$ cat config.mk
export PLATFORM = sky130hd
export DESIGN_NAME = uart_dr_fifo_ctrl
export DESIGN_NICKNAME = d
export VERILOG_FILES = /design/src/rtl/uart_pkg.sv /design/src/rtl/uart_sync_fifo.sv /design/src/rtl/uart_dr_fifo_ctrl.sv
export SDC_FILE = /design/constraint.sdc
export NUM_CORES = 1
export LEC_CHECK = 0
export ABC_AREA = 0
export CORE_ASPECT_RATIO = 0.6
export CORE_MARGIN = 2
export CORE_UTILIZATION = 40
export CTS_CLUSTER_DIAMETER = 100
export DETAILED_ROUTE_END_ITERATION = 8
export PLACE_DENSITY = 0.71
export SETUP_SLACK_MARGIN = 0.3
export SYNTH_ARGS = -nofsm -noshare
export SYNTH_HDL_FRONTEND = slang
export SYNTH_SLANG_ARGS = --single-unit
$ cat constraint.sdc
create_clock -name pclk -period 3.4 [get_ports pclk]
set_input_delay 0.68 -clock pclk [delete_from_list [all_inputs] [get_ports pclk]]
set_output_delay 0.68 -clock pclk [all_outputs]
set_load 0.02 [all_outputs]
$ cat src/rtl/uart_pkg.sv
// Shared types and constants for the UART data-register backend.
package uart_pkg;

  localparam int UART_FIFO_DEPTH = 16;

  // Bit positions inside the receive status register.
  localparam int RSR_FE = 0;
  localparam int RSR_PE = 1;
  localparam int RSR_BE = 2;
  localparam int RSR_OE = 3;

  // One received character with its per-byte error bits.
  typedef struct packed {
    logic       be;
    logic       pe;
    logic       fe;
    logic [7:0] data;
  } uart_rx_entry_t;

endpackage

$ cat src/rtl/uart_sync_fifo.sv
// Single-clock FIFO with a run-time capacity limit (cap <= DEPTH).
// Pointers wrap modulo DEPTH; a separate count keeps full/empty unambiguous.
module uart_sync_fifo #(
  parameter  int WIDTH = 8,
  parameter  int DEPTH = 16,
  localparam int AW    = $clog2(DEPTH)
) (
  input  logic             clk,
  input  logic             rst_n,
  input  logic             push,
  input  logic [WIDTH-1:0] din,
  input  logic             pop,
  input  logic [AW:0]      cap,
  output logic             push_acc,
  output logic             full,
  output logic             empty,
  output logic [AW:0]      count,
  output logic [WIDTH-1:0] head
);

  logic [WIDTH-1:0] mem [DEPTH];
  logic [AW-1:0]    rd_ptr;
  logic [AW-1:0]    wr_ptr;
  logic [AW:0]      cnt_nxt;
  logic             pop_ok;

  // A pop on an empty FIFO is ignored. A push is taken when below the
  // capacity, or when exactly at it and a pop frees a slot this cycle.
  // If the capacity shrank below the current count, pushes wait until the
  // backlog drains under the new limit.
  assign pop_ok   = pop && (count != '0);
  assign push_acc = push && ((count < cap) || (pop_ok && (count <= cap)));
  assign cnt_nxt  = count + (AW+1)'(push_acc) - (AW+1)'(pop_ok);

  // Pointers, count and flags; flags come from the next-state count so they
  // line up with the count register.
  always_ff @(posedge clk or negedge rst_n) begin
    if (!rst_n) begin
      rd_ptr <= '0;
      wr_ptr <= '0;
      count  <= '0;
      full   <= 1'b0;
      empty  <= 1'b1;
    end else begin
      if (push_acc) wr_ptr <= wr_ptr + AW'(1);
      if (pop_ok)   rd_ptr <= rd_ptr + AW'(1);
      count <= cnt_nxt;
      full  <= (cnt_nxt >= cap);
      empty <= (cnt_nxt == '0);
    end
  end

  // Storage is deliberately not reset; its contents are masked while empty.
  always_ff @(posedge clk) begin
    if (push_acc) mem[wr_ptr] <= din;
  end

  assign head = mem[rd_ptr];

endmodule

$ cat src/rtl/uart_dr_fifo_ctrl.sv
// UART data-register backend: TX/RX FIFOs behind the APB DR, RSR status,
// FIFO flags and the registered busy indication.
module uart_dr_fifo_ctrl
  import uart_pkg::*;
#(
  parameter  int DEPTH = UART_FIFO_DEPTH,
  localparam int AW    = $clog2(DEPTH)
) (
  input  logic        pclk,
  input  logic        presetn,
  input  logic [31:0] wdata_i,
  input  logic        penable_i,
  input  logic        dr_wren_i,
  input  logic        dr_rden_i,
  input  logic        rsr_wren_i,
  input  logic        fen_i,
  output logic        tx_valid_o,
  output logic [7:0]  tx_data_o,
  input  logic        tx_ready_i,
  input  logic        tx_busy_i,
  input  logic        rx_push_i,
  input  logic [7:0]  rx_data_i,
  input  logic [2:0]  rx_err_i,
  output logic [31:0] rdata_o,
  output logic [3:0]  rsr_o,
  output logic        txff_o,
  output logic        txfe_o,
  output logic        rxff_o,
  output logic        rxfe_o,
  output logic        busy_o
);

  logic [AW:0]    cap;
  logic           tx_pop;
  logic [7:0]     tx_head;
  logic           tx_acc;
  logic [AW:0]    tx_cnt;
  logic           rx_pop;
  logic           rx_acc;
  logic [AW:0]    rx_cnt;
  logic           overrun;
  uart_rx_entry_t rx_in;
  uart_rx_entry_t rx_head;
  logic           unused_bits;

  // With the FIFOs disabled each side degenerates to a one-entry holding reg.
  assign cap = fen_i ? (AW+1)'(DEPTH) : (AW+1)'(1);

  assign tx_pop = tx_valid_o && tx_ready_i;

  uart_sync_fifo #(.WIDTH(8), .DEPTH(DEPTH)) u_tx_fifo (
    .clk      (pclk),
    .rst_n    (presetn),
    .push     (dr_wren_i),
    .din      (wdata_i[7:0]),
    .pop      (tx_pop),
    .cap      (cap),
    .push_acc (tx_acc),
    .full     (txff_o),
    .empty    (txfe_o),
    .count    (tx_cnt),
    .head     (tx_head)
  );

  // Head byte is forced to zero while empty so stale storage never leaks.
  assign tx_valid_o = !txfe_o;
  assign tx_data_o  = txfe_o ? 8'h00 : tx_head;

  assign rx_in = '{be: rx_err_i[2], pe: rx_err_i[1], fe: rx_err_i[0], data: rx_data_i};

  // One pop per APB read, taken at the end of the access phase.
  assign rx_pop = dr_rden_i && penable_i && !rxfe_o;

  uart_sync_fifo #(.WIDTH($bits(uart_rx_entry_t)), .DEPTH(DEPTH)) u_rx_fifo (
    .clk      (pclk),
    .rst_n    (presetn),
    .push     (rx_push_i),
    .din      (rx_in),
    .pop      (rx_pop),
    .cap      (cap),
    .push_acc (rx_acc),
    .full     (rxff_o),
    .empty    (rxfe_o),
    .count    (rx_cnt),
    .head     (rx_head)
  );

  // A character the RX FIFO could not take is an overrun.
  assign overrun = rx_push_i && !rx_acc;

  // Read data is held for the whole setup+access window of a DR read.
  assign rdata_o = (dr_rden_i && !rxfe_o) ? {21'h0, rx_head} : 32'h0;

  // RSR: popped error bits win over a clear; a new overrun wins over a clear.
  always_ff @(posedge pclk or negedge presetn) begin
    if (!presetn) begin
      rsr_o <= 4'h0;
    end else begin
      if (rx_pop) begin
        rsr_o[RSR_BE] <= rx_head.be;
        rsr_o[RSR_PE] <= rx_head.pe;
        rsr_o[RSR_FE] <= rx_head.fe;
      end else if (rsr_wren_i) begin
        rsr_o[RSR_BE] <= 1'b0;
        rsr_o[RSR_PE] <= 1'b0;
        rsr_o[RSR_FE] <= 1'b0;
      end
      if (overrun)         rsr_o[RSR_OE] <= 1'b1;
      else if (rsr_wren_i) rsr_o[RSR_OE] <= 1'b0;
    end
  end

  // Busy follows pending TX data or an active shifter, one cycle later.
  always_ff @(posedge pclk or negedge presetn) begin
    if (!presetn) busy_o <= 1'b0;
    else          busy_o <= !txfe_o || tx_busy_i;
  end

  // Upper write-data bits and the raw counts are not needed here.
  assign unused_bits = ^{wdata_i[31:8], tx_acc, tx_cnt, rx_cnt};

endmodule

==> results of run 1 <==
## per-layer routing
| metal | wire, um | part of all wire | vias to the layer above |
|---|---|---|---|
| li1 | - | - | 3411 |
| met1 | 15530 | 0.48 | 3989 |
| met2 | 13720 | 0.42 | 270 |
| met3 | 2709 | 0.083 | 48 |
| met4 | 609 | 0.019 | 0 |
| met5 | 0 | 0 | - |
## critical path, delay by kind of cell (launching register included)
kind,cells,cell delay [ps]
buffers and inverters,3,440
multiplexers,2,820
AO/OA/AOI/OAI,1,160
flip-flops,1,430
AND/OR/NAND/NOR,1,50
## registers in the layout, indices dropped and copies added (netlist names)
register          count
u_rx_fifo.mem       176
u_tx_fifo.full        1
u_tx_fifo.empty       1
u_tx_fifo.count       5
u_rx_fifo.full        1
u_tx_fifo.mem       128
u_rx_fifo.rd_ptr      4
u_rx_fifo.count       5
u_rx_fifo.empty       1
u_tx_fifo.wr_ptr      4
busy_o                1
u_tx_fifo.rd_ptr      4
rsr_o                 4
u_rx_fifo.wr_ptr      4
## cells in the mapped netlist (6+ instances only)
cell type                  count
sky130_fd_sc_hd__nand2_1      24
sky130_fd_sc_hd__and2_1        8
sky130_fd_sc_hd__mux2_2       10
sky130_fd_sc_hd__xor2_1       13
sky130_fd_sc_hd__clkbuf_1     13
sky130_fd_sc_hd__mux2i_1      35
sky130_fd_sc_hd__nor2_1       41
sky130_fd_sc_hd__nor2b_1       7
sky130_fd_sc_hd__o21ai_1       7
sky130_fd_sc_hd__edfxtp_1    304
sky130_fd_sc_hd__buf_4        24
sky130_fd_sc_hd__o22ai_1      19
sky130_fd_sc_hd__dfrtp_1      33
sky130_fd_sc_hd__mux4_2       62
sky130_fd_sc_hd__ha_1         34
sky130_fd_sc_hd__nor3_1        7
sky130_fd_sc_hd__nand2b_1      9
sky130_fd_sc_hd__buf_2         9
sky130_fd_sc_hd__inv_1        34
sky130_fd_sc_hd__a211oi_1      7
sky130_fd_sc_hd__nand3b_1      6
sky130_fd_sc_hd__nand3_1      10
sky130_fd_sc_hd__xnor2_1      11
## stage by stage
step,util,TNS [ps]
after floorplan,-,0
after global placement,0.4557,-1852
after detailed placement,0.4557,-5073
after CTS,0.4929,0
after global routing,0.5033,0
final,0.5034,0
## where the power goes
| group | switching (uW) | leakage [uW] | internal (uW) |
|---|---|---|---|
| clock | 1570 | 0.000503 | 1980 |
| combinational | 3360 | 0.00259 | 3270 |
| sequential | 416 | 0.00314 | 5020 |
| total | 5340 | 0.00624 | 10300 |
## layout make-up
type                       count  share of cell area
antenna                        1           0.0001420
clock buffer                  34             0.04465
clock inverter                24             0.01356
inverter                      36            0.008022
multi-input combinational    383              0.2292
sequential                   339              0.5686
tap                          467             0.03315
timing repair buffer         176              0.1026
## timing repair
action	CTS	global route
setup endpoints to repair	23	23
gates resized for setup	92	64
hold buffers	0	0
cloned	3	2
buffers inserted	13	15
pin swaps	7	29
## worst max-delay path by stage
stage               slack, ps           startpoint  depth (start not counted)        endpoint
floorplan                  40                fen_i                         18  u_tx_fifo.full
global placement         -510                fen_i                         18  u_tx_fifo.full
detailed placement       -590                fen_i                         18  u_rx_fifo.full
CTS                        90  u_rx_fifo.rd_ptr[0]                          6     rdata_o[10]
global route              150  u_rx_fifo.rd_ptr[0]                          8      rdata_o[8]
finish                    210  u_rx_fifo.rd_ptr[0]                          7     rdata_o[10]
## cell families after synthesis
group / count (synthesis) / share of synthesized area
flip-flops: 339 / 0.7032
buffers and inverters: 92 / 0.03613
adder cells (fa/ha/maj): 36 / 0.03271
AND/OR/NAND/NOR: 125 / 0.04343
other: 1 / 0.0002635
AO/OA/AOI/OAI: 64 / 0.03358
multiplexers: 113 / 0.1359
XOR/XNOR: 24 / 0.01477
==> impl_summary.md, run 1 <==
Synthesis
Synthesis produced 794 cells. The most used flip-flop cell after synthesis is sky130_fd_sc_hd__edfxtp_1. The fraction of registers with async set/reset is 0.1032. The distinct cell type count after synthesis is 55.

Sorting the synthesized cells by area gives the leading types as sky130_fd_sc_hd__edfxtp_1, sky130_fd_sc_hd__mux4_2, sky130_fd_sc_hd__dfrtp_1. The area fraction of the dominant cell type after synthesis is 0.6415. In this run, synthesis produced a sequential element count of 339. The number of enable-type register cells in the synthesized netlist is 304. The synthesized netlist occupies a cell area of 14,230 um2.

The total of warnings raised by yosys is 0. For this run, the register share of the synthesized area comes to 0.7032. After synthesis, the mean cell area works out to 17.92 um2. The largest area contributor in the netlist is sky130_fd_sc_hd__edfxtp_1.

Floorplan
The core region is 35,010 um2. The initial utilization of the core area, before any placement, comes to 0.4064. Pin placement for this block handled 103 I/O pins. The die covers 37,150 um2. The placement row count is 53.

The die boundary height is 150.1 um. The die is 247.5 um wide.

Timing
The final critical-path share of the clock period is 0.9378. Measured against its own limit, the worst slew margin works out to 0.3969. The post-route worst hold slack is 211.6 ps. The setup skew after layout is 17.18 ps. Setup repair after global routing could not meet its margin everywhere.

Setup violations remaining at the end of the flow were counted as 0. The final setup slack of the worst path is 211.4 ps. The number of failing hold endpoints at the final stage is 0. The max-slew violation total from the final report is 0. The worst path in the final design needs a cycle of 3189 ps, including I/O delays and setup. Derived from the worst setup path, the maximum achievable clock frequency is 313.6 MHz.

The actual slew at the worst max-slew pin is 904.7 ps.

GRT
The total routing usage reported by global routing is 0.1752. For met1 alone, demand over resource in global routing was 0.2755. The largest net degree at the start of global routing is 36. The initial antenna violation count is 1. The routing usage on met2 is 0.2381. The first-pass GRT wire length is 48.09 mm. met1 is the most crowded layer.

The met3 track demand over resource is 0.04777. The number of global-route vias before repair was 7,580. The global route total overflow is 0.

Place
The half-perimeter wire length of the detailed placement result is 20.65 mm. The count of placed standard cells including taps is 1,368. In this run the tool buffered the top-level ports with 57 buffer cells.

The congestion estimate from routability-driven global placement came to 0.7875. At the placement stage, the worst setup path has a slack of -588.7 ps. The area after detailed placement is 15,960 um2.

Pwr
The standby leakage power is 0.006236 uW. Summing internal, switching and leakage power gives 15,610 uW. IR analysis of the VDD net gives a maximum drop of 0.0004394 V. The areal power density over the cells is 885.7 nW/um2.

Setup path
The slowest stage of the critical path is the sky130_fd_sc_hd__mux4_2 cell. The most common cell type on the critical path is sky130_fd_sc_hd__buf_12. The arrival time reported for the critical path endpoint is 2510 ps. The worst setup path is of the register to primary output kind. The startpoint type of the worst setup path is a register. On the worst path, the slowest cell contributes a delay of 510 ps. The worst-case register-to-register setup slack is 420 ps. The top fanout value on the critical path is 7. The signal on the critical path passes through buf_12, buf_12, mux4_2, mux2_4, a21oi_4, nor2_1, buf_2. The launching point of the worst reg2reg path is u_tx_fifo.count[1]. Data on the critical path is required at its endpoint by 2720 ps.

In this run the critical register-to-register path is captured at u_tx_fifo.full. The worst register-to-register path has a depth of 18. The endpoint type of the worst setup path is a primary output.

Status
The run finished with clean final reports.

Clocking
The master cell of the clock root buffer is sky130_fd_sc_hd__clkbuf_16. The clock passes through at most 3 buffers. The clock input transition at the sequential cells of the worst setup and hold paths is 70 ps. The clock latency on the worst-skew pair is 590 ps. In this run, CTS created clock tree buffers numbering 31. For this design, the sink count on the clock tree is 339.

The CTS tree is built. CTS built an H-tree with a depth of 1.

Drt
The DRC marker count from the first detailed-route iteration is 671. The count of nets left with antenna violations after detail routing is 0. Using the TritonRoute via totals, the vias-per-cell ratio works out to 5.286.

The first detailed-routing pass ran for 4 iterations. Summing over every cut layer, the via total after detailed routing is 7,718. The routed wire length is 32.57 mm. The average wire per standard cell is 22.31 um.

In the routed design, unresolved DRC markers number 0.

Finish
The area overhead of the layout relative to synthesis is 23.85%. Of the cells placed in the final design, the portion with a size suffix greater than 1 is 0.3306. After the flow finishes, the layout carries non-filler instances totaling 1,460. The net total in the final layout is 1,056. Registers take 10,020 um2. The leading cell type in the layout, fill and taps excluded is sky130_fd_sc_hd__edfxtp_1.

With fillers left out, the area of the finished cells amounts to 17,630 um2. The multi-input combinational cells in the finished layout cover a total of 4040 um2. The number of fillers in the final layout is 2,831. The library cells used most frequently in the layout, excluding fill and tap cells, are sky130_fd_sc_hd__edfxtp_1, sky130_fd_sc_hd__buf_4, sky130_fd_sc_hd__mux4_2.

Run
Across the run, the number of max-cap violations was 0.

Min path
The type of the tightest min-delay check is input pin to async pin.
No activity file was read; power rests on OpenSTA's default activity.
==> run 2: changes to the inputs <==
- CORE_UTILIZATION: 40 -> 45
- CTS_BUF_LIST: not set -> sky130_fd_sc_hd__clkbuf_16
- PLACE_DENSITY: 0.71 -> 0.77
==> run 2 against run 1 <==
  * Core utilization increased by 5.6 points
  * Sequential share of layout area increased by 0.62 points
  * Register-to-register slack about the same
  * Count of clock-buffer cells in the layout decreased by 4
==> impl_summary.md, run 2 (synthesized netlist as in run 1, its figures left out) <==
Status
The run finished with clean final reports.

Pwr
The clock network power share is 0.253 (+0.025). The sequential share of power is 0.350 (+0.002). The combinational cell fraction of total power is 0.397 (-0.027). The areal power density over the cells is 893.7 nW/um2 (+0.90%). The standby leakage power is 0.006174 uW (-1.0%).

The net switching component of the power is 5163 uW (-3.3%). The switching portion of total power was 0.3313 (-0.01082). The design internal power was 10,420 uW (+1.5%). The peak supply drop is 0.0004462 V (+1.6%).

Finish
The post-route cell area is 17,440 um2 (-1.1%). The number of flip-flops in the largest register is 176 (unchanged). The area overhead of the layout relative to synthesis is 22.52%. The layout cell share with drive strength beyond 1 is 0.3155 (-0.01518).

The register containing the most flip-flops in the final layout is u_rx_fifo.mem. The antenna diode instance count is 0 (-1). In the layout the commonest cells are sky130_fd_sc_hd__edfxtp_1, sky130_fd_sc_hd__buf_4, sky130_fd_sc_hd__mux4_2. In the final layout, the registers with the most flip-flops are u_rx_fifo.mem: 176 flops, u_tx_fifo.mem: 128 flops. The net total in the final layout is 1,035 (-2.0%).

The leading cell type in the layout, fill and taps excluded is sky130_fd_sc_hd__edfxtp_1. The number of fillers in the final layout is 2,349 (-17%).

Clocking
The number of hold buffers added after CTS is 0 (unchanged). The clock latency on the worst-skew pair is 590 ps (about the same). The cell sitting at the root of the clock tree is a sky130_fd_sc_hd__clkbuf_16.

TritonCTS built the clock tree. The number of buffers created by CTS came to 30 (-3.2%). The clock input transition at the sequential cells of the worst setup and hold paths is 70 ps (about the same). The number of levels in the clock H-tree is 1 (unchanged). The CTS sink count is 339 (unchanged). The number of buffers on the longest clock path is 3 (unchanged).

Drt
The detailed-route via count is 7,651 (-0.87%). The remaining routing DRC violations is 0 (unchanged). The iteration count of the initial detailed-routing pass is 5 (+1). The routed wire length is 31.48 mm (-3.3%). The count of nets left with antenna violations after detail routing came to 0 (unchanged). The DRC marker count from the first detailed-route iteration is 901 (+34%). The average wire per standard cell came to 22.71 um (+1.8%).

The via count normalized by instance count was 5.520 (+4.4%).

Floorplan
The count of pins on the block boundary was 103 (unchanged). The core box area is 31,150 um2 (-11%). The starting density of the core was 0.4568 (+0.05034). The die boundary height was 141.8 um (-5.6%). The placement row count is 50 (-5.7%). The overall die width is 233.6 um (-5.6%). The die area was 33,110 um2 (-11%).

Min path
The path class of the tightest hold or removal check is input pin to async pin.

Setup path
The top fanout value on the critical path is 5 (-2). Traced cell by cell, the critical path runs through buf_6, buf_12, mux2_2, o22ai_4, a211oi_1, a21oi_4, nor2_1, buf_2. STA classifies the critical path startpoint as a register.

The master of the slowest instance on the critical path is sky130_fd_sc_hd__dfrtp_4. STA classifies the critical path endpoint as a primary output. The startpoint identified for the worst register-to-register timing path is u_tx_fifo.count[0].

The arrival time reported for the critical path endpoint is 2530 ps (+20 ps). The data required time of the worst path was 2720 ps (about the same). The highest cell delay on the worst timing path was 530 ps (+20 ps). The depth of the worst register-to-register path is 17 (-1). The type of the worst setup path is register to primary output. The worst-case register-to-register setup slack came to 410 ps (about the same). The capturing point of the worst reg2reg path is u_tx_fifo.full.

Timing
Setup repair after global routing could not meet its margin everywhere. The maximum operating frequency came to 311.9 MHz (-0.55%). The setup skew after layout was 20.85 ps (+3.673 ps). The final setup slack of the worst path came to 193.9 ps (-17.48 ps).

The final critical-path share of the clock period is 0.9430 (+0.005141). The max-slew violation total from the final report is 0 (unchanged). The setup violation total in the final timing report was 0 (unchanged). The minimum clock period came to 3206 ps (+17.48 ps). The actual slew at the worst max-slew pin is 867.2 ps (-37.48 ps). The number of failing hold endpoints at the final stage was 0 (unchanged). The tightest slew margin relative to the limit is 0.4218 (+0.02499).

GRT
The number of global-route vias before repair is 7,442 (-1.8%). The initial antenna violation count is 0 (-1). The first-pass GRT wire length is 45.89 mm (-4.6%). The total routing usage reported by global routing is 0.1879 (+0.01273). The global route total overflow is 0 (unchanged). The largest net degree at the start of global routing is 36 (unchanged).

Place
The area after detailed placement is 15,810 um2 (-0.95%). The number of port buffers is 57 (unchanged). The setup slack at placement is -545.4 ps (+43.28 ps). The half-perimeter wire length of the detailed placement result is 20.38 mm (-1.3%). The routability-driven placement congestion ratio is 0.8155 (+3.6%).

Run
The max capacitance violation total is 0 (unchanged).
[run 2: through the flow]
step | hold slack [ps] | std cells | power, uW | TNS, ps | utilization
after global routing | 252.0 | 1386 | 16340 | 0 | 0.5597
after floorplan | 384.4 | 814 | 9126 | 0 | -
final | 203.5 | 1386 | 15580 | 0 | 0.5597
after CTS | 239.0 | 1371 | 15120 | 0 | 0.5493
after global placement | 505.4 | 1307 | 10910 | -1415 | 0.5073
after detailed placement | 520.9 | 1307 | 11020 | -2245 | 0.5073
[run 2: metal layers]
layer | global-route usage | share of wire | vias up
met3 | 0.04743 | 0.096 | 38
met2 | 0.2591 | 0.42 | 334
met1 | 0.3022 | 0.47 | 3915
li1 | - | - | 3364
met4 | 0.03231 | 0.013 | 0
met5 | 0 | 0 | -
[run 2: worst max-delay path by stage]
stage | from | end | slack (ps)
2_1_floorplan | fen_i | u_tx_fifo.full | 40
3_3_place_gp | fen_i | u_tx_fifo.full | -430
3_5_place_dp | fen_i | u_tx_fifo.full | -550
4_1_cts | u_rx_fifo.rd_ptr[0] | rdata_o[9] | 100
5_1_grt | u_rx_fifo.rd_ptr[0] | rdata_o[9] | 120
6_report | u_rx_fifo.rd_ptr[0] | rdata_o[9] | 190
[run 2: timing repair]
action                                  4_1_cts  5_1_grt
setup buffers                                 8       10
gates cloned                                  0        5
pin swaps                                     4       32
hold endpoints to repair                      0        0
endpoints found under the setup margin       23       20
gates resized for setup                      63       88
[run 2: layout make-up]
class / count / area, um2 / area share
Sequential cell: 339 / 10020 / 0.5748
Timing Repair Buffer: 156 / 1583 / 0.09077
Clock buffer: 30 / 750.7 / 0.04305
Multi-Input combinational cell: 383 / 4003 / 0.2295
Tap cell: 416 / 520.5 / 0.02985
Clock inverter: 26 / 412.9 / 0.02368
Inverter: 36 / 143.9 / 0.008252
[run 2: worst max-delay path: cells and delay by family, from the launching register on]
family                 cells  cell delay [ps]
multiplexers               1              260
AO/OA/AOI/OAI              3              580
flip-flops                 1              530
buffers and inverters      3              470
AND/OR/NAND/NOR            1              110
[run 2: power by group through the flow]
stage | Combinational [uW] | Clock, uW | Sequential, uW
floorplan | 3840 | 0 | 5290
global placement | 5350 | 0 | 5560
detailed placement | 5430 | 0 | 5590
CTS | 5670 | 4020 | 5430
global route | 6670 | 4170 | 5500
finish | 6190 | 3940 | 5450
